File: src/rtl/display_scanner.sv
// Time-multiplexed seven-segment driver; steps one digit per rising edge of the divided tick_in wave.
// Optional leading-zero blanking is enabled by defining DISPLAY_BLANK_ZEROS_EN.
module display_scanner #(
    parameter int NDIGITS = 4,
    parameter int IDXW    = 2
) (
    input  logic                   clock,
    input  logic                   reset_n,
    input  logic                   tick_in,
    input  logic                   enable,
    input  logic [4*NDIGITS-1:0]   valores,
    input  logic [NDIGITS-1:0]     puntos,
    output logic [NDIGITS-1:0]     anodos,
    output logic [6:0]             segmentos,
    output logic                   punto,
    output logic [IDXW-1:0]        digit_idx
);

    localparam logic [IDXW-1:0] LAST_IDX = IDXW'(NDIGITS - 1);

    function automatic logic [6:0] seg_decode(input logic [3:0] nib);
        logic [6:0] g;
        case (nib)
            4'h0: g = 7'h40;
            4'h1: g = 7'h79;
            4'h2: g = 7'h24;
            4'h3: g = 7'h30;
            4'h4: g = 7'h19;
            4'h5: g = 7'h12;
            4'h6: g = 7'h02;
            4'h7: g = 7'h78;
            4'h8: g = 7'h00;
            4'h9: g = 7'h10;
            4'hA: g = 7'h08;
            4'hB: g = 7'h03;
            4'hC: g = 7'h46;
            4'hD: g = 7'h21;
            4'hE: g = 7'h06;
            default: g = 7'h0E;
        endcase
        return g;
    endfunction

`ifdef DISPLAY_BLANK_ZEROS_EN
    // Bit i set when nibble i and every nibble above it are zero; digit 0 always shown.
    function automatic logic [NDIGITS-1:0] lead_zero_mask(input logic [4*NDIGITS-1:0] v);
        logic [NDIGITS-1:0] m;
        logic               nz;
        m  = '0;
        nz = 1'b0;
        for (int i = NDIGITS - 1; i > 0; i--) begin
            nz   = nz | (v[4*i +: 4] != 4'h0);
            m[i] = ~nz;
        end
        return m;
    endfunction
`endif

    logic                 sync1_q, sync1_d;
    logic                 sync2_q, sync2_d;
    logic                 edge_q, edge_d;
    logic                 first_q, first_d;
    logic                 armed_q, armed_d;
    logic                 step_q, step_d;
    logic                 shown_q, shown_d;
    logic [IDXW-1:0]      idx_q, idx_d;
    logic [4*NDIGITS-1:0] snap_val_q, snap_val_d;
    logic [NDIGITS-1:0]   snap_pt_q, snap_pt_d;
    logic [6:0]           seg_q, seg_d;
    logic                 dp_q, dp_d;
    logic [NDIGITS-1:0]   an_q, an_d;

    logic                 wrap;
    logic [IDXW-1:0]      idx_nxt;
    logic [4*NDIGITS-1:0] src_val;
    logic [NDIGITS-1:0]   src_pt;
    logic [3:0]           nib;
    logic                 blank;

    always_comb begin
        wrap    = (idx_q == LAST_IDX);
        idx_nxt = wrap ? '0 : idx_q + IDXW'(1);
        // The wrapping step displays the frame being captured, not the old snapshot.
        src_val = wrap ? valores : snap_val_q;
        src_pt  = wrap ? puntos  : snap_pt_q;
        nib     = src_val[4*idx_nxt +: 4];
`ifdef DISPLAY_BLANK_ZEROS_EN
        blank   = lead_zero_mask(src_val)[idx_nxt];
`else
        blank   = 1'b0;
`endif
    end

    always_comb begin
        sync1_d    = tick_in;
        sync2_d    = sync1_q;
        edge_d     = sync2_q;
        first_d    = 1'b1;
        // Only arm once tick_in has been seen low after reset, so a level already high at release makes no step.
        armed_d    = armed_q | (first_q & ~sync1_q);
        step_d     = armed_q & sync2_q & ~edge_q;
        shown_d    = shown_q;
        idx_d      = idx_q;
        snap_val_d = snap_val_q;
        snap_pt_d  = snap_pt_q;
        seg_d      = seg_q;
        dp_d       = dp_q;
        an_d       = an_q;

        if (!enable) begin
            an_d = '1;
        end else if (step_q) begin
            idx_d   = idx_nxt;
            seg_d   = blank ? 7'h7F : seg_decode(nib);
            dp_d    = ~src_pt[idx_nxt];
            an_d    = '1;
            shown_d = 1'b1;
            if (wrap) begin
                snap_val_d = valores;
                snap_pt_d  = puntos;
            end
        end else if (shown_q) begin
            an_d = ~(NDIGITS'(1) << idx_q);
        end
    end

    always_ff @(posedge clock or negedge reset_n) begin
        if (!reset_n) begin
            sync1_q    <= 1'b0;
            sync2_q    <= 1'b0;
            edge_q     <= 1'b0;
            first_q    <= 1'b0;
            armed_q    <= 1'b0;
            step_q     <= 1'b0;
            shown_q    <= 1'b0;
            idx_q      <= LAST_IDX;
            snap_val_q <= '0;
            snap_pt_q  <= '0;
            seg_q      <= 7'h7F;
            dp_q       <= 1'b1;
            an_q       <= '1;
        end else begin
            sync1_q    <= sync1_d;
            sync2_q    <= sync2_d;
            edge_q     <= edge_d;
            first_q    <= first_d;
            armed_q    <= armed_d;
            step_q     <= step_d;
            shown_q    <= shown_d;
            idx_q      <= idx_d;
            snap_val_q <= snap_val_d;
            snap_pt_q  <= snap_pt_d;
            seg_q      <= seg_d;
            dp_q       <= dp_d;
            an_q       <= an_d;
        end
    end

    assign anodos    = an_q;
    assign segmentos = seg_q;
    assign punto     = dp_q;
    assign digit_idx = idx_q;

endmodule
File: config.mk
export PLATFORM = sky130hd
export DESIGN_NAME = display_scanner
export DESIGN_NICKNAME = d
export VERILOG_FILES = /design/src/rtl/display_scanner.sv
export SDC_FILE = /design/constraint.sdc
export NUM_CORES = 1
export LEC_CHECK = 0
export ABC_AREA = 1
export CORE_UTILIZATION = 58
export DETAILED_ROUTE_END_ITERATION = 10
export MAX_ROUTING_LAYER = met4
export PLACE_DENSITY = 0.84
export SLEW_MARGIN = 10
export SYNTH_ARGS = -nofsm -noshare
export SYNTH_HDL_FRONTEND = slang
export SYNTH_SLANG_ARGS = --single-unit
File: constraint.sdc
create_clock -name clock -period 5.1 [get_ports clock]
set_clock_uncertainty 0.1 [all_clocks]
set_input_delay 0.765 -clock clock [delete_from_list [all_inputs] [get_ports clock]]
set_output_delay 0.765 -clock clock [all_outputs]
set_load 0.05 [all_outputs]
### Word-level counts from Yosys, hierarchy flattened

Memory sizes are Yosys's and may differ from the RTL's. A register that Yosys moved wholly into a read port is not among the register bits.
Cells that the tools add are included.

| storage, ports and cells | value |
|---|---|
| flip-flop bits (word level) | 34 |
| ROM bits | 112 |
| input bits | 24 |
| output and inout bits | 14 |
| logic and storage cells | 37 |
| memories | 1 |

Memory list:

| name | depth | width | rd ports | clocked after Yosys merged registers in | write ports | RTL line | source |
|---|---|---|---|---|---|---|---|
| (no name shown) | 16 | 7 | 1 | 1 | 0 | 23 | `case (nib)` |

| cells by class | value |
|---|---|
| $add $sub $neg | 1 |
| order comparisons | 1 |
| equality and inequality tests | 2 |
| shifts and indexed selects | 2 |
| multiplexer cells | 8 |
| bitwise gates (word level) | 8 |
| reductions and logical operators | 2 |

Operator list:

| operator | count |
|---|---|
| 16-bit two-way mux | 1 |
| 4-bit two-way mux | 4 |
| 16-bit by 5-bit indexed part select with 4-bit output | 1 |
| 4-bit NOT | 1 |
| 1-bit by 2-bit left shift with 4-bit output, first input constant | 1 |
| 1-bit bitwise AND | 3 |
| 2-bit by 3-bit < comparator with 1-bit output, second input constant | 1 |
| 3-bit by 1-bit != test with 1-bit output, second input constant | 1 |
| 1-bit NOT | 3 |
| 2-bit by 1-bit adder with 2-bit output, second input constant | 1 |
| 1-bit binary-select mux with 2-bit select | 1 |
| 2-bit == test, second input constant | 1 |
| 2-bit two-way mux | 1 |
| 2-bit AND reduction | 1 |
| 1-bit logical NOT | 1 |
| 1-bit two-way mux | 1 |
| 1-bit bitwise OR | 1 |

### Depth between registers and ports, before layout

Gate-level depths: netlist (run 1).

| logic depth | value |
|---|---|
| depth in word-level cells | 5 |
| gate-level depth with buffers | 16 |

### Least setup slack after synthesis (run 1)

OpenSTA, ideal clock, no wires.

| timing path | value |
|---|---|
| path kind | register to register |
| start point | reg idx_q[0] (netlist: digit_idx[0]) |
| end point | reg seg_q[3] (netlist: segmentos[3]) |
| library setup time | 0.076 ns |
| data arrival time | 2.309 ns |
| required time | 4.924 ns |
| path slack | 2.616 ns |
| cell stages (with the launch flop) | 15 |
| path buffers | 1 |
| clock period less this slack | 2.484 ns |
| cell sequence | dfstp_2 -> inv_1 -> ha_1 -> buf_4 -> inv_1 -> nand3_1 -> nand2_2 -> inv_2 -> ha_1 -> inv_1 -> nand3_1 -> nand3_1 -> nand2_1 -> nand2_1 -> nand2_1 |

| between the ends | value |
|---|---|
| word-level cells in the longest chain between the ends | 3 |
| elaborated cells between the ends (all ways) | 5 |
| those cells by class | 1 x add/sub; 1 x eq/ne; 1 x shift; 2 x mux |

Ends and longest elaborated chain:

| what | RTL line | source |
|---|---|---|
| from (decl) | 66 | `logic [IDXW-1:0] idx_q, idx_d;` |
| from (signal assigned) | 150 | `idx_q <= idx_d;` |
| 2-bit by 1-bit adder with 2-bit output / 2-bit == test (equally long branches) | 82, 81 |  |
| 2-bit two-way mux * | 82 | `idx_nxt = wrap ? '0 : idx_q + IDXW'(1);` |
| named net idx_nxt[1] | 74 | `logic [IDXW-1:0] idx_nxt;` |
| 16-bit by 5-bit indexed part select with 4-bit output * | 86 | `nib = src_val[4*idx_nxt +: 4];` |
| to (decl) | 69 | `logic [6:0] seg_q, seg_d;` |

Mark *: on every way through the listed nets, which the timed path passes. The rest lies on a longest branch.
A chain may end at the register's enable or synchronous reset.

### Final worst setup path (run 1)

| timing path | value |
|---|---|
| start point | in enable |
| end point | reg snap_val_q[12] |

| between the ends | value |
|---|---|
| word-level cells in the longest chain between the ends | 1 |

Ends and longest elaborated chain:

| what | RTL line | source |
|---|---|---|
| from (decl) | 10 | `input logic enable,` |
| 2-bit AND reduction (no line) | n/a |  |
| to (signal assigned) | 151 | `snap_val_q <= snap_val_d;` |
| to (decl) | 67 | `logic [4*NDIGITS-1:0] snap_val_q, snap_val_d;` |

No other way between the ends.

==> flow_metrics.env, run 1 <==
export IMPL_status="complete, no violations"
export IMPL_max_slew_worst_pin_slew_ns=1.032
export IMPL_drt_iter0_markers=147
export IMPL_h_tree_depth=2
export IMPL_nNetsFinal=366
export IMPL_setup_tns_ns=0
export IMPL_drc=0
export IMPL_dieArea_mm2=0.004339
export IMPL_synthMostInstantiatedCell="nand2_1"
export IMPL_ir_worst_vdd_mv=0.5052
export IMPL_antenna_left=0
export IMPL_holdBufCountCts=0
export IMPL_area_growth_pct=19.78
export IMPL_rsz0062_at_grt="no"
export IMPL_yosysWarnings=0
export IMPL_gp_congestion=0.9205
export IMPL_cts_reportedPaths_clkPinSlew_ns=0.08
export IMPL_initial_core_util=0.6229
export IMPL_firstDrtPassIters=5
export IMPL_critPathLaunchType="primary input"
export IMPL_required_ns=5.20
export IMPL_antenna_cells=0
export IMPL_seq_area_frac_synth=0.4410
export IMPL_finalCritPeriodShare=0.5288
export IMPL_setup_viol=0
export IMPL_synth_common_cells="nand2_1, dfrtp_1, inv_1"
export IMPL_dieHeight_um=65.87
export IMPL_post_cts_resized=0
export IMPL_cts_tree="done"
export IMPL_antenna_found_initial=0
export IMPL_timing_final_ws_setup_ns=2.403
export IMPL_synth_cell_types=27
export IMPL_vias_per_cell=5.184
export IMPL_rows=22
export IMPL_grt_start_max_net_pins=42
export IMPL_crit_path_end_kind="flip-flop"
export IMPL_max_freq_mhz=370.8
export IMPL_die_w_um=65.87
export IMPL_hold_ws_ns=0.2907
export IMPL_pre_cts_slack_ns=2.057
export IMPL_grt_remaining_overflow=0
export IMPL_clock_tree_buffer_depth=2
export IMPL_drive_gt1_frac=0.1446
export IMPL_hp_class="flip-flop to flip-flop"
export IMPL_cp_max_fo=40
export IMPL_utilization=0.7460
export IMPL_num_vias=1970
export IMPL_fin_crit_ns=2.697
export IMPL_synth_avg_cell_area_um2=7.940
export IMPL_grt_pass1_vias=1944
export IMPL_grt_pass1_wl_um=8190
export IMPL_final_max_slew_viol_count=0
export IMPL_synth_top_area_share=0.2856
export IMPL_use_met2=0.4107
export IMPL_core_mm2=0.003799
export IMPL_max_slew_margin=0.3116
export IMPL_crit_arrival_ns=2.80
export IMPL_synthFlopType="dfrtp_1"
export IMPL_clk_root_buffer_cell="clkbuf_8"
export IMPL_io_pins=38
export IMPL_globalRouteMet3Util=0.05517
export IMPL_post_drt_wl_per_cell_um=12.05
export IMPL_hpwlAfterDp_um=3222
export IMPL_use_met1=0.3085
export IMPL_finalHoldViolCount=0
export IMPL_cap_violations=0
export IMPL_drt_total_wl_um=4579
export IMPL_insertion_delay_ns=0.29
export IMPL_synth_top_area_cell="dfrtp_1"
export IMPL_p_leak_nw=1.308
export IMPL_synth_area_mm2=0.002366
export IMPL_numClockSinks=41
export IMPL_synthTopCellsByArea="dfrtp_1, nand2_1, dfstp_2"
export IMPL_grtUsageTotal=0.2540
export IMPL_synth_async_reset_ratio=1.000
export IMPL_syn_inst=298
export IMPL_busiest_layer="met2"
export IMPL_numCtsBuffers=5
export IMPL_crit_type="primary input to flip-flop"
export IMPL_synth_edf_count=0
export IMPL_cellPowerDensity_mw_per_mm2=722.4
export IMPL_io_buffer_count=37
export IMPL_synth_nets=333
export IMPL_post_cts_buffers=0
export IMPL_synth_seq_cells=41
-- cell usage in the layout (no fill, tap or decap), types with 2 or more instances in the layout --
master           count
o21ai_0             20
nand2_4              3
dfrtp_1             27
a21oi_1              5
clkdlybuf4s50_1     36
nand2_2              7
nand3_1             20
nor2_1              13
o211ai_1             5
ha_1                11
inv_2                3
o21ai_1              5
a31oi_1              6
nand3_2              4
inv_1               21
o21ai_2              5
mux2i_1              2
dfstp_2             14
clkbuf_8             6
nand2_1            110
-- layout make-up --
class	count	area, um^2
timing repair buffer	38	372.9
clock buffer	6	82.58
fill	293	964.7
sequential	41	1044
tap	48	60.06
clock inverter	2	37.54
multi-input combinational	220	1144
inverter	25	93.84
-- critical path, cell delays in order --
cell and delay [ns]:
clkdlybuf4s50_1 0.48, nand2_1 0.35, inv_1 0.91, nor2_1 0.10
a31oi_1 0.18
-- report_power, final --
part	switching (mW)	internal, mW	leakage, nW
Clock	0.112	0.159	0.0574
Combinational	0.827	0.410	0.782
Sequential	0.0650	0.474	0.469
Total	1.00	1.04	1.31
-- through the flow --
| stage | total power [mW] | area [um^2] | std cells |
|---|---|---|---|
| floorplan | 1.511 | 2366 | 298 |
| CTS | 2.057 | 2834 | 380 |
| detailed placement | 1.771 | 2714 | 372 |
| global placement | 1.742 | 2714 | 372 |
| global route | 2.246 | 2834 | 380 |
| finish | 2.047 | 2834 | 380 |
-- path summary, 6_finish.rpt --
kind                               from              to  slack [ns]  depth (start not counted)
max                              enable  snap_val_q[12]        2.40                          5
min                              edge_d          edge_q        0.29                          0
max reg2reg                digit_idx[0]    segmentos[3]        2.42                         13
min reg2reg                      edge_d          edge_q        0.29                          0
max in group asynchronous       reset_n    snap_pt_q[1]        3.86                          1
min in group asynchronous       reset_n    snap_pt_q[3]        0.48                          1
-- logic make-up (layout without fill, tap and decap cells) --
family,after synthesis,count (layout),synth area share
compound gates,48,48,0.1206
simple gates,158,158,0.2946
other cells,1,1,0.001585
flops,41,41,0.4410
mux,2,2,0.008461
buf+inv,37,71,0.07562
fa+ha+maj,11,11,0.05817
-- per-layer routing --
metal / part of all wire / up-vias
met5: 0 / -
met3: 0.039 / 6
li1: - / 1016
met2: 0.47 / 49
met1: 0.47 / 899
met4: 0.017 / 0
-- sequential cells by signal (all words and copies together), names as in the netlist --
name        cells
anodos          4
armed_q         1
digit_idx       2
edge_d          1
edge_q          1
first_q         1
punto           1
segmentos       7
shown_q         1
snap_pt_q       4
snap_val_q     16
step_q          1
sync1_q         1
No activity file was read; power rests on OpenSTA's default activity.
==> run 2: changes to the inputs <==
--- a/config.mk
+++ b/config.mk
@@ -6,10 +6,10 @@
 export NUM_CORES = 1
 export LEC_CHECK = 0
 export ABC_AREA = 1
-export CORE_UTILIZATION = 58
+export CORE_UTILIZATION = 48
 export DETAILED_ROUTE_END_ITERATION = 10
 export MAX_ROUTING_LAYER = met4
-export PLACE_DENSITY = 0.84
+export PLACE_DENSITY = 0.74
 export SLEW_MARGIN = 10
 export SYNTH_ARGS = -nofsm -noshare
 export SYNTH_HDL_FRONTEND = slang
==> constraint.sdc (replaced) <==
create_clock -name clock -period 2.25 [get_ports clock]
set_clock_uncertainty 0.1 [all_clocks]
set_input_delay 0.3375 -clock clock [delete_from_list [all_inputs] [get_ports clock]]
set_output_delay 0.3375 -clock clock [all_outputs]
set_load 0.05 [all_outputs]
==> run 2 against run 1 <==
Against the previous run:
- the flow now finishes with violations (setup timing)
- flip-flop and latch count stayed put
- combinational power grew to 3.3 times the previous value
- cell count rose by 14%
- largest power group unchanged
- non-clock buffer count grew 35
- critical endpoint is now segmentos[4]
==> flow_metrics.env, run 2 (same netlist as run 1, synthesis figures left out) <==
export IMPL_status="finished, violations left"
export IMPL_violations="setup timing"
export IMPL_ir_worst_vdd_mv=0.9046
export IMPL_die_w_um=72.21
export IMPL_drive_gt1_frac=0.3433
export IMPL_num_vias=2164
export IMPL_cellPowerDensity_mw_per_mm2=1747
export IMPL_required_ns=2.39
export IMPL_fin_crit_ns=2.325
export IMPL_drt_total_wl_um=5671
export IMPL_core_mm2=0.004723
export IMPL_swShare=0.4734
export IMPL_cts_reportedPaths_clkPinSlew_ns=0.09
export IMPL_antenna_cells=0
export IMPL_clock_tree_buffer_depth=2
export IMPL_numClockSinks=41
export IMPL_seq_power_share=0.209
export IMPL_setup_tns_ns=-0.08566
export IMPL_post_drt_wl_per_cell_um=13.07
export IMPL_area_growth_pct=44.47
export IMPL_critPathLaunchType="flip-flop"
export IMPL_stdcell_count=434
export IMPL_max_slew_worst_pin_slew_ns=0.5802
export IMPL_setup_viol=2
export IMPL_grt_pass1_wl_um=8914
export IMPL_final_common_cell="nand2_1"
export IMPL_antenna_left=0
export IMPL_cts_tree="done"
export IMPL_p_comb_frac=0.695
export IMPL_place_area_mm2=0.003007
export IMPL_drt_iter0_markers=99
export IMPL_finalHoldViolCount=0
export IMPL_timing_final_ws_setup_ns=-0.07488
export IMPL_firstDrtPassIters=4
export IMPL_max_slew_margin=0.6132
export IMPL_pwr_share_clk=0.096
export IMPL_initial_core_util=0.5009
export IMPL_hp_class="flip-flop to flip-flop"
export IMPL_max_freq_mhz=430.1
export IMPL_grt_start_max_net_pins=41
export IMPL_h_tree_depth=2
export IMPL_cap_violations=0
export IMPL_p_total_mw=5.972
export IMPL_io_buffer_count=37
export IMPL_insertion_delay_ns=0.30
export IMPL_regMostFlops="snap_val_q"
export IMPL_vias_per_cell=4.986
export IMPL_crit_arrival_ns=2.46
export IMPL_nNetsFinal=401
export IMPL_io_pins=38
export IMPL_hpwlAfterDp_um=3720
export IMPL_final_cell_mix="nand2_1, clkdlybuf4s50_1, buf_4"
export IMPL_rsz0062_at_grt="yes"
export IMPL_largest_register_ffs=16
export IMPL_finalCritPeriodShare=1.033
export IMPL_dieHeight_um=72.21
export IMPL_p_leak_nw=1.543
export IMPL_clk_root_buffer_cell="clkbuf_8"
export IMPL_final_max_slew_viol_count=0
export IMPL_antenna_found_initial=0
export IMPL_drc=0
export IMPL_stdcell_area_mm2=0.003418
export IMPL_cp_max_fo=8
export IMPL_grt_remaining_overflow=0
export IMPL_numCtsBuffers=5
export IMPL_pre_cts_slack_ns=-0.09165
export IMPL_rows=25
export IMPL_dieArea_mm2=0.005214
export IMPL_crit_type="flip-flop to flip-flop"
export IMPL_grt_pass1_vias=1960
export IMPL_gp_congestion=0.8780
export IMPL_grtUsageTotal=0.2282
export IMPL_dp_cells=415
export IMPL_p_int_mw=3.145
export IMPL_crit_path_end_kind="flip-flop"
export IMPL_p_sw_mw=2.827
==> run 2: cell count changes in the layout (fill, tap and decap cells not counted), sizes merged <==
| cell | change |
|---|---|
| buf | +36 |
| bufinv | -1 |
| clkbuf | +1 |
| clkdlybuf4s50 | -2 |
| clkinvlp | +1 |
| dlygate4sd3 | +1 |
| inv | -1 |
==> run 2: metrics by stage <==
step | util | hold slack (ns)
after global placement | 0.6366 | 0.2552
after global routing | 0.7237 | 0.2920
after detailed placement | 0.6366 | 0.2601
after CTS | 0.6734 | 0.2785
after floorplan | - | -0.05809
final | 0.7237 | 0.2764
==> run 2: area by class of cell <==
cell class	instances	area, um^2
clock inverter	1	7.507
timing repair buffer	73	673.1
fill	344	1305
tap	67	83.83
inverter	25	110.1
sequential	41	1051
multi-input combinational	220	1385
clock buffer	7	107.6
==> run 2: power groups by stage <==
stage	Sequential (mW)	Clock, mW	Combinational (mW)
2_1_floorplan	1.57	0	2.09
3_3_place_gp	1.24	0	3.38
3_5_place_dp	1.25	0	3.39
4_1_cts	1.24	0.590	3.49
5_1_grt	1.28	0.620	4.55
6_report	1.25	0.575	4.15
==> run 2: worst max-delay path, stage by stage, from the launching register on <==
cell and delay (ns):
dfstp_4 0.68, ha_4 0.25, buf_12 0.16, o21ai_2 0.07
nand2_1 0.06, nand2_1 0.06, nand2_2 0.08, nand2_4 0.09
inv_6 0.09, ha_4 0.17, nand3_4 0.09, nor2_1 0.14
nor2_1 0.08, a21oi_2 0.14
==> run 2: layer usage <==
metal	global-route usage	wire length (um)	part of all wire	up-vias
met2	0.3624	2818	0.50	45
li1	-	-	-	1090
met5	-	0	0	-
met3	0.03889	188	0.033	18
met1	0.3005	2513	0.44	1011
met4	0.06754	151	0.027	0
==> run 2: path summary, 6_finish.rpt <==
check                        startpoint            end  slack [ns]  depth (start not counted)
setup reg to reg           digit_idx[0]   segmentos[4]       -0.07                         13
max in group asynchronous       reset_n   segmentos[2]        0.94                          3
setup / recovery           digit_idx[0]   segmentos[4]       -0.07                         13
hold reg to reg                  edge_d         edge_q        0.28                          0
min in group asynchronous       reset_n  snap_val_q[7]        0.47                          2
hold / removal                   edge_d         edge_q        0.28                          0
==> run 2: repair_timing <==
action | 4_1_cts | 5_1_grt
hold endpoints to repair | 17 | 0
endpoints found under the setup margin | 6 | 8
gates resized for setup | 6 | 46
setup buffers | 4 | 6
pin swaps | 2 | 24
hold buffers | 1 | 0
==> run 3: changes to the inputs <==
--- a/config.mk
+++ b/config.mk
@@ -10,6 +10,7 @@
 export DETAILED_ROUTE_END_ITERATION = 10
 export MAX_ROUTING_LAYER = met4
 export PLACE_DENSITY = 0.74
+export SETUP_SLACK_MARGIN = 0.1
 export SLEW_MARGIN = 10
 export SYNTH_ARGS = -nofsm -noshare
 export SYNTH_HDL_FRONTEND = slang
==> run 3 against run 2 <==
Against the previous run:
- the flow now finishes without violations
- total power up 9.4%
- flip-flop and latch count unchanged
- largest power group unchanged
- core utilization grew 4.5 points
- routed wire length increased by 3.7%
- critical path type unchanged
- non-clock buffer count is 12 higher
- clock-buffer cell count fell by 2
==> flow_metrics.env, run 3 (same netlist as run 1, synthesis figures left out) <==
export IMPL_status="complete, no violations"
export IMPL_clk_root_buffer_cell="clkbuf_8"
export IMPL_insertion_delay_ns=0.30
export IMPL_fill_cells=314
export IMPL_p_total_mw=6.533
export IMPL_drc=0
export IMPL_h_tree_depth=2
export IMPL_numCtsBuffers=5
export IMPL_dp_cells=416
export IMPL_final_common_cell="nand2_1"
export IMPL_grt_pass1_wl_um=8997
export IMPL_drive_gt1_frac=0.3852
export IMPL_antenna_left=0
export IMPL_cp_cell_sequence="buf_12, ha_4, nor2_1, buf_4, nand2_1, nand2_1, nand2_2, nand2_4, buf_6, buf_4, buf_4, nand2_2, nand3_2, nand2_2, nand2_1"
export IMPL_numClockSinks=41
export IMPL_largest_register_ffs=16
export IMPL_rows=25
export IMPL_clock_tree_buffer_depth=2
export IMPL_hp_class="flip-flop to flip-flop"
export IMPL_cts_tree="done"
export IMPL_firstDrtPassIters=4
export IMPL_io_pins=38
export IMPL_drt_total_wl_um=5880
export IMPL_crit_family="flip-flops"
export IMPL_required_ns=2.39
export IMPL_drt_iter0_markers=149
export IMPL_pre_cts_slack_ns=-0.06337
export IMPL_grt_start_max_net_pins=42
export IMPL_crit_path_end_kind="flip-flop"
export IMPL_max_freq_mhz=448.0
export IMPL_critPathSlowestCell="dfstp_4"
export IMPL_dieHeight_um=72.21
export IMPL_grt_remaining_overflow=0
export IMPL_setup_viol=0
export IMPL_dieArea_mm2=0.005214
export IMPL_crit_cells=15
export IMPL_hold_start="edge_d"
export IMPL_multi_input_area_mm2=0.001425
export IMPL_cp_max_fo=7
export IMPL_final_cell_mix="nand2_1, buf_4, clkdlybuf4s50_1"
export IMPL_timing_final_ws_setup_ns=0.01793
export IMPL_io_buffer_count=37
export IMPL_hpwlAfterDp_um=3574
export IMPL_critPathLaunchType="flip-flop"
export IMPL_post_drt_wl_per_cell_um=13.18
export IMPL_crit_arrival_ns=2.37
export IMPL_seq_area_mm2=0.001051
export IMPL_ir_worst_vdd_mv=1.074
export IMPL_fin_crit_ns=2.232
export IMPL_holdPathStages=0
export IMPL_p_leak_nw=1.636
export IMPL_final_max_slew_viol_count=0
export IMPL_finalCritPeriodShare=0.9920
export IMPL_reg2reg_from="digit_idx[0]"
export IMPL_num_vias=2223
export IMPL_hold_path_end="edge_q"
export IMPL_area_growth_pct=53.46
export IMPL_finalHoldViolCount=0
export IMPL_initial_core_util=0.5009
export IMPL_crit_type="flip-flop to flip-flop"
export IMPL_reg2reg_depth=15
export IMPL_vias_per_cell=4.984
export IMPL_r2r_end="segmentos[1]"
export IMPL_rsz0062_at_grt="yes"
export IMPL_gp_congestion=0.8866
export IMPL_antenna_cells=0
export IMPL_reg2reg_slack_ns=0.02
export IMPL_cp_num_buf_inv=5
export IMPL_regMostFlops="snap_val_q"
export IMPL_grtUsageTotal=0.2309
export IMPL_critPathMaxStageDelay_ns=0.65
export IMPL_cellPowerDensity_mw_per_mm2=1799
export IMPL_cap_violations=0
export IMPL_core_mm2=0.004723
export IMPL_grt_pass1_vias=1986
export IMPL_antenna_found_initial=0
export IMPL_cts_reportedPaths_clkPinSlew_ns=0.08
export IMPL_nNetsFinal=413
export IMPL_die_w_um=72.21
export IMPL_stdcell_count=446
## run 3: how the worst max path moves through the flow
stage | slack (ns) | end | start
finish | 0.02 | segmentos[1] | digit_idx[0]
global route | -0.09 | segmentos[3] | digit_idx[1]
CTS | 0.05 | segmentos[3] | digit_idx[0]
detailed placement | -0.06 | segmentos[1] | digit_idx[0]
global placement | -0.07 | segmentos[1] | digit_idx[0]
floorplan | 0.001 | segmentos[3] | digit_idx[0]
## run 3: report_power, final
part | total [mW] | switching [mW] | internal, mW | leakage [nW]
combinational | 4.71 | 2.65 | 2.06 | 1.11
sequential | 1.23 | 0.141 | 1.08 | 0.470
clock | 0.599 | 0.267 | 0.332 | 0.0543
total | 6.53 | 3.06 | 3.48 | 1.64
## run 3: cell type report
cell class              instances  area share
clock buffers                   5     0.01895
multi-input cells             220      0.3925
clock inverters                 3     0.01275
flip-flops and latches         41      0.2895
well taps                      67     0.02309
inverters                      25     0.03377
repair buffers                 85      0.2295
## run 3: what timing repair did
action / in CTS / in global routing
cloned: 0 / 0
hold buffers: 1 / 0
pin swaps: 16 / 19
endpoints found under the setup margin: 7 / 7
setup buffers: 14 / 7
hold endpoints to repair: 27 / 0
resized for setup: 26 / 44
## run 3: layer usage
metal,global-route usage,wire length [um],up-vias
met1,0.2883,2584,1048
met4,0.07625,131,0
met2,0.3811,3001,40
li1,-,-,1122
met5,-,0,-
met3,0.04028,162,13
## run 3: metrics by stage
stage / cell area (um^2) / utilization / hold slack (ns) / setup TNS (ns)
3_5_place_dp: 3047 / 0.6450 / 0.2257 / -0.1336
2_1_floorplan: 2474 / - / -0.05809 / 0
3_3_place_gp: 3047 / 0.6450 / 0.2236 / -0.1515
5_1_grt: 3631 / 0.7687 / 0.2855 / -0.3796
4_1_cts: 3376 / 0.7147 / 0.2831 / 0
6_report: 3631 / 0.7687 / 0.2797 / 0
